[config.mk]
export PLATFORM = sky130hd
export DESIGN_NAME = image_scan_ctrl_flat
export DESIGN_NICKNAME = d
export VERILOG_FILES = /design/src/rtl/image_scan_ctrl_if.sv /design/src/rtl/image_scan_ctrl.sv /design/src/flat_wrapper.sv
export SDC_FILE = /design/constraint.sdc
export NUM_CORES = 1
export LEC_CHECK = 0
export BUFFER_PORTS_ARGS = -buffer_cell sky130_fd_sc_hd__buf_2
export CAP_MARGIN = 0
export CELL_PAD_IN_SITES_DETAIL_PLACEMENT = 1
export CELL_PAD_IN_SITES_GLOBAL_PLACEMENT = 2
export CORE_MARGIN = 5
export CORE_UTILIZATION = 39
export DETAILED_ROUTE_END_ITERATION = 16
export HOLD_SLACK_MARGIN = 0.12
export PLACE_DENSITY_LB_ADDON = 0.05
export SYNTH_ARGS = -nofsm -noshare
export SYNTH_HDL_FRONTEND = slang
export SYNTH_SLANG_ARGS = --single-unit
[constraint.sdc]
create_clock -name clk -period 2.8 [get_ports clk]
set_input_delay 0 -clock clk [delete_from_list [all_inputs] [get_ports clk]]
set_output_delay 0 -clock clk [all_outputs]
set_load 0.02 [all_outputs]
[src/rtl/image_scan_ctrl_if.sv]
// Pixel stream bundle between the scan sequencer and its consumer.
// Carries one tagged pixel per valid/ready transfer.
interface image_scan_ctrl_if #(
  parameter int X_W   = 8,
  parameter int Y_W   = 8,
  parameter int PIX_W = 8
);
  logic             pix_valid;
  logic             pix_ready;
  logic [PIX_W-1:0] pix_data;
  logic [X_W-1:0]   pix_x;
  logic [Y_W-1:0]   pix_y;
  logic             pix_last;

  modport master (
    output pix_valid,
    output pix_data,
    output pix_x,
    output pix_y,
    output pix_last,
    input  pix_ready
  );

  modport slave (
    input  pix_valid,
    input  pix_data,
    input  pix_x,
    input  pix_y,
    input  pix_last,
    output pix_ready
  );
endinterface

[src/rtl/image_scan_ctrl.sv]
// Raster-scan sequencer: reads a frame from a latency-1 image memory
// and streams tagged pixels through a 2-entry skid buffer.
module image_scan_ctrl #(
  parameter int IMG_W  = 256,
  parameter int IMG_H  = 256,
  parameter int X_W    = 8,
  parameter int Y_W    = 8,
  parameter int ADDR_W = 16,
  parameter int PIX_W  = 8
) (
  input  logic              clk,
  input  logic              rst,
  input  logic              start,
  input  logic              abort,
  output logic              mem_rd,
  output logic [ADDR_W-1:0] mem_addr,
  input  logic [PIX_W-1:0]  mem_data,
  image_scan_ctrl_if.master pix,
  output logic              busy,
  output logic              done,
  output logic [7:0]        frame_cnt
);

  typedef enum logic [1:0] {
    S_IDLE,
    S_RUN,
    S_DRAIN,
    S_DONE
  } state_t;

  state_t r_state;
  state_t w_state_nxt;

  logic [X_W-1:0]   r_x;
  logic [Y_W-1:0]   r_y;

  logic             r_inf;
  logic [X_W-1:0]   r_inf_x;
  logic [Y_W-1:0]   r_inf_y;
  logic             r_inf_last;

  logic [PIX_W-1:0] r_bd [2];
  logic [X_W-1:0]   r_bx [2];
  logic [Y_W-1:0]   r_by [2];
  logic             r_bl [2];
  logic             r_rp;
  logic             r_wp;
  logic [1:0]       r_cnt;

  logic [7:0]       r_fcnt;

  logic             w_pop;
  logic             w_push;
  logic             w_rd;
  logic             w_x_end;
  logic             w_last_px;
  logic [2:0]       w_occ;
  logic [1:0]       w_cnt_nxt;

  assign w_pop     = pix.pix_valid & pix.pix_ready;
  assign w_push    = r_inf;
  assign w_x_end   = (r_x == X_W'(IMG_W - 1));
  assign w_last_px = w_x_end & (r_y == Y_W'(IMG_H - 1));
  assign w_occ     = 3'(r_cnt) + 3'(r_inf);
  assign w_cnt_nxt = r_cnt + 2'(w_push) - 2'(w_pop);

  // A read is only issued when its data is sure to find a free slot.
  assign w_rd = (r_state == S_RUN) & ~abort &
                ((w_occ < 3'd2) | ((w_occ == 3'd2) & w_pop));

  always_comb begin
    w_state_nxt = r_state;
    unique case (r_state)
      S_IDLE:  if (start) w_state_nxt = S_RUN;
      S_RUN:   if (w_rd && w_last_px) w_state_nxt = S_DRAIN;
      S_DRAIN: if (w_cnt_nxt == 2'd0) w_state_nxt = S_DONE;
      S_DONE:  w_state_nxt = S_IDLE;
    endcase
    if (abort) w_state_nxt = S_IDLE;
  end

  always_ff @(posedge clk or negedge rst) begin
    if (!rst) begin
      r_state <= S_IDLE;
      r_fcnt  <= '0;
    end else begin
      r_state <= w_state_nxt;
      if (r_state == S_DRAIN && w_state_nxt == S_DONE)
        r_fcnt <= r_fcnt + 8'd1;
    end
  end

  always_ff @(posedge clk or negedge rst) begin
    if (!rst) begin
      r_x <= '0;
      r_y <= '0;
    end else if (abort || r_state == S_IDLE) begin
      r_x <= '0;
      r_y <= '0;
    end else if (w_rd) begin
      r_x <= w_x_end ? '0 : r_x + X_W'(1);
      if (w_x_end)
        r_y <= r_y + Y_W'(1);
    end
  end

  always_ff @(posedge clk or negedge rst) begin
    if (!rst) begin
      r_inf      <= 1'b0;
      r_inf_x    <= '0;
      r_inf_y    <= '0;
      r_inf_last <= 1'b0;
    end else begin
      r_inf <= w_rd;
      if (w_rd) begin
        r_inf_x    <= r_x;
        r_inf_y    <= r_y;
        r_inf_last <= w_last_px;
      end
    end
  end

  // Abort drops both the queued pixels and any read still returning.
  always_ff @(posedge clk or negedge rst) begin
    if (!rst) begin
      r_rp  <= 1'b0;
      r_wp  <= 1'b0;
      r_cnt <= '0;
      for (int i = 0; i < 2; i++) begin
        r_bd[i] <= '0;
        r_bx[i] <= '0;
        r_by[i] <= '0;
        r_bl[i] <= 1'b0;
      end
    end else if (abort) begin
      r_rp  <= 1'b0;
      r_wp  <= 1'b0;
      r_cnt <= '0;
    end else begin
      if (w_push) begin
        r_bd[r_wp] <= mem_data;
        r_bx[r_wp] <= r_inf_x;
        r_by[r_wp] <= r_inf_y;
        r_bl[r_wp] <= r_inf_last;
        r_wp       <= ~r_wp;
      end
      if (w_pop)
        r_rp <= ~r_rp;
      r_cnt <= w_cnt_nxt;
    end
  end

  assign mem_rd   = w_rd;
  assign mem_addr = ADDR_W'(r_y) * ADDR_W'(IMG_W) + ADDR_W'(r_x);

  assign pix.pix_valid = (r_cnt != 2'd0);
  assign pix.pix_data  = r_bd[r_rp];
  assign pix.pix_x     = r_bx[r_rp];
  assign pix.pix_y     = r_by[r_rp];
  assign pix.pix_last  = r_bl[r_rp];

  assign busy      = (r_state != S_IDLE);
  assign done      = (r_state == S_DONE);
  assign frame_cnt = r_fcnt;

endmodule

[src/flat_wrapper.sv]
// flat-port wrapper written by rule: the top's interface ports become plain ports
module image_scan_ctrl_flat 
#(
  parameter int IMG_W  = 256,
  parameter int IMG_H  = 256,
  parameter int X_W    = 8,
  parameter int Y_W    = 8,
  parameter int ADDR_W = 16,
  parameter int PIX_W  = 8
)
  (clk, rst, start, abort, mem_rd, mem_addr, mem_data, busy, done, frame_cnt, pix_pix_valid, pix_pix_data, pix_pix_x, pix_pix_y, pix_pix_last, pix_pix_ready);
  image_scan_ctrl_if #(.X_W(X_W), .Y_W(Y_W), .PIX_W(PIX_W)) pix_i ();
  input  logic clk;
  input  logic rst;
  input  logic start;
  input  logic abort;
  output logic mem_rd;
  output logic [ADDR_W-1:0] mem_addr;
  input  logic [PIX_W-1:0] mem_data;
  output logic busy;
  output logic done;
  output logic [7:0] frame_cnt;
  output wire logic [$bits(pix_i.pix_valid)-1:0] pix_pix_valid;
  output wire logic [$bits(pix_i.pix_data)-1:0] pix_pix_data;
  output wire logic [$bits(pix_i.pix_x)-1:0] pix_pix_x;
  output wire logic [$bits(pix_i.pix_y)-1:0] pix_pix_y;
  output wire logic [$bits(pix_i.pix_last)-1:0] pix_pix_last;
  input wire logic [$bits(pix_i.pix_ready)-1:0] pix_pix_ready;
  assign pix_pix_valid = pix_i.pix_valid;
  assign pix_pix_data = pix_i.pix_data;
  assign pix_pix_x = pix_i.pix_x;
  assign pix_pix_y = pix_i.pix_y;
  assign pix_pix_last = pix_i.pix_last;
  assign pix_i.pix_ready = pix_pix_ready;
  image_scan_ctrl #(.IMG_W(IMG_W), .IMG_H(IMG_H), .X_W(X_W), .Y_W(Y_W), .ADDR_W(ADDR_W), .PIX_W(PIX_W)) u_core (.clk(clk), .rst(rst), .start(start), .abort(abort), .mem_rd(mem_rd), .mem_addr(mem_addr), .mem_data(mem_data), .pix(pix_i), .busy(busy), .done(done), .frame_cnt(frame_cnt));
endmodule
==> results.py <==
metrics = {
    "timing": {
        "fin_skew_ns": 0.00737,
        "hold_viol_final": 0,
        "setup_tns_ns": 0,
        "tightest_slew_ns": 0.736,
        "finalSetupViolations": 0,
        "setup_slack_ns": 0.488,
        "layout_worst_path_cycle_share_pct": 82.6,
        "fmax_mhz": 432,
        "slew_viol_final": 0,
        "rsz0062_at_grt": "false",
        "slew_headroom_pct": 50.9,
        "fin_crit_ns": 2.31,
    },
    "global_routing": {
        "grt_use_total_pct": 15.8,
        "grt_pass1_wl_um": 17500,
        "antenna_found_initial": 0,
        "grt_max_degree": 58,
        "grt_pass1_vias": 3286,
        "overflow": 0,
    },
    "yosys": {
        "synth_cell_types": 49,
        "synth-seq-cells": 98,
        "synth_fp_nets": 365,
        "synthDominantCellAreaShare_pct": 54.4,
        "synthArstFlopShare_pct": 100,
        "yosys.area.top_type": "dfrtp_1",
        "synth-main-ff-cell": "dfrtp_1",
        "yosysMostFrequentCell": "dfrtp_1",
        "synth_commonest_cells": "dfrtp_1 (98), mux2_2 (91), nand2_1 (15)",
        "avgSynthCellArea_um2": 13.1,
        "synth_area_leaders": "dfrtp_1 (54%), mux2_2 (23%), ha_1 (2.2%)",
        "syn_area_um2": 4510,
        "synth_edf_count": 0,
        "synth_cells": 344,
        "seq_area_frac_synth_pct": 54.4,
        "ys_warn_count": 0,
    },
    "critical_path": {
        "crit_arrival_ns": 2.54,
        "crit_fanout": 8,
        "startpoint_type": "flip-flop",
        "worstPathRequired_ns": 3.03,
        "crit_path_end_kind": "flip-flop",
        "crit_type": "reg -> reg",
    },
    "layout": {
        "nNetsFinal": 442,
        "num_antenna_cells": 0,
        "drive_gt1_share_pct": 45.3,
        "area_growth_pct": 19.4,
    },
    "clock_tree": {
        "worstSkewPairLatency_ns": 0.35,
        "h-tree-depth": 3,
        "path_clk_slew_ns": 0.06,
        "clk_path_buf_depth": 2,
        "cts_root_buf": "clkbuf_16",
        "cts_buffers": 9,
        "cts_setup_buffers": 0,
        "cts_tree": "yes",
        "cts.sinks": 98,
    },
    "pwr": {
        "power_density_nw_per_um2": 658,
        "leakage_nw": 2.73,
        "combPwrFrac_pct": 21.7,
        "intPower_w": 0.00250,
        "seq_power_share_pct": 45.3,
        "switchingPower_w": 0.00104,
        "switching_share_pct": 29.5,
        "irDropWorstVdd_mv": 0.394,
        "p_clk_share_pct": 33.0,
    },
    "floorplanning": {
        "floorplan.initialDensity_pct": 39.6,
        "core_um2": 11400,
        "io_pins": 66,
        "dieArea_um2": 13800,
        "die_w_um": 117,
        "fp.dieH_um": 117,
        "rows": 39,
    },
    "route": {
        "drt_iter0_markers": 127,
        "route.vias.total": 3009,
        "vias_per_cell": 5.29,
        "first_pass_iters": 3,
        "drt_wl_total_um": 10300,
        "drc_errors": 0,
        "ant_nets": 0,
        "detail_route.wl_per_cell_um": 18.2,
    },
    "placed_design": {
        "gp_congestion": 0.724,
        "place_ws_ns": 0.472,
        "io_buffers": 65,
        "hpwl_um": 6940,
    },
    "flow_run": {
        "drv_cap": 0,
    },
    "worst_hold_path": {
        "worstHoldPathType": "in -> reg",
    },
    "run_status": {
        "run_status": "finished, final reports clean",
    },
}
[cell usage in the layout, fill, tap and decap left out, drive strengths merged, types with 4 or more instances in the layout]
| cell type | Yosys | routed |
|---|---|---|
| clkinv | 0 | 4 |
| nor3 | 6 | 6 |
| nand4 | 6 | 6 |
| dfrtp | 98 | 98 |
| nor4 | 5 | 5 |
| mux2i | 6 | 6 |
| nor3b | 4 | 4 |
| nand3 | 7 | 7 |
| nand2 | 16 | 16 |
| o31ai | 5 | 5 |
| buf | 11 | 72 |
| or2 | 6 | 6 |
| nor2 | 9 | 9 |
| inv | 7 | 7 |
| ha | 8 | 8 |
| xor2 | 6 | 6 |
| clkbuf | 6 | 10 |
| a21oi | 6 | 6 |
| o21ai | 6 | 6 |
| dlygate4sd3 | 0 | 11 |
| mux2 | 91 | 91 |
[critical path: stages, from the launching register on]
cell	delay, ns
dfrtp_1	0.42
o21a_1	0.26
ha_1	0.30
inv_1	0.04
ha_1	0.17
xnor3_1	0.22
nand2b_1	0.19
nor2_1	0.25
mux2_2	0.36
[cell families (layout without fill, tap and decap cells)]
kind of cell / count (synthesis) / count (layout) / share of synthesized area, %
xor+xnor: 10 / 10 / 2.25
buf+inv: 24 / 106 / 2.39
compound gates: 27 / 27 / 3.94
flops: 98 / 98 / 54.4
fa+ha+maj: 8 / 8 / 2.22
simple gates: 80 / 80 / 10.7
mux: 97 / 97 / 24.1
[stage by stage]
step | cells | util [%] | cell area (µm²) | total power, W | hold WS [ns]
after floorplan | 344 | - | 4510 | 0.00218 | -0.296
after global placement | 542 | 43.9 | 4990 | 0.00239 | 0.111
after detailed placement | 542 | 43.9 | 4990 | 0.00241 | 0.114
after CTS | 569 | 47.3 | 5380 | 0.00361 | 0.123
after global routing | 569 | 47.3 | 5380 | 0.00374 | 0.157
final | 569 | 47.3 | 5380 | 0.00354 | 0.130
[cell type report]
cell class / instances / area [µm²]
clock buffer: 10 / 239
clock inverter: 6 / 42.5
fill: 1196 / 5990
inverter: 7 / 26.3
multi-input combinational: 222 / 1950
sequential: 98 / 2450
tap: 143 / 179
timing repair buffer: 83 / 490
[worst paths after layout]
kind	from	to	slack (ns)	cells after the start
max in group asynchronous	rst	u_core.r_by[14]	1.76	3
min reg2reg	u_core.frame_cnt[7]	u_core.frame_cnt[7]	0.47	1
max reg2reg	u_core.r_cnt[0]	u_core.frame_cnt[1]	0.49	8
min in group asynchronous	rst	u_core.r_bd[5]	0.26	2
max	u_core.r_cnt[0]	u_core.frame_cnt[1]	0.49	8
min	pix_pix_ready	u_core.r_rp	0.13	4
[sequential cells by signal, summed over array words and instances (netlist names)]
signal / cells
u_core.r_inf_x: 8
u_core.r_state: 2
u_core.r_by: 16
u_core.r_wp: 1
u_core.r_bl: 2
u_core.r_bd: 16
u_core.r_inf_y: 8
u_core.r_x: 8
u_core.r_inf: 1
u_core.r_inf_last: 1
u_core.r_cnt: 2
u_core.r_bx: 16
u_core.r_y: 8
u_core.r_rp: 1
u_core.frame_cnt: 8
[layer usage]
| metal | global-route usage, % | vias up | routed length [µm] |
|---|---|---|---|
| met5 | 0 | - | 0 |
| met1 | 21.9 | 1545 | 5040 |
| met4 | 7.38 | 0 | 213 |
| met2 | 23.9 | 49 | 4760 |
| li1 | - | 1402 | - |
| met3 | 3.17 | 13 | 314 |
[power groups by stage]
stage,combinational (W),sequential [W],clock [W]
6_report,0.000768,0.00161,0.00117
5_1_grt,0.000843,0.00162,0.00128
4_1_cts,0.000789,0.00161,0.00122
3_5_place_dp,0.000773,0.00163,0
3_3_place_gp,0.000761,0.00163,0
2_1_floorplan,0.000581,0.00160,0
[what timing repair did]
item | CTS | global route
endpoints found under the hold margin | 76 | 0
gates resized for setup | 0 | 0
hold buffers | 11 | 0
Note: power is estimated with default switching activity, not from simulation.
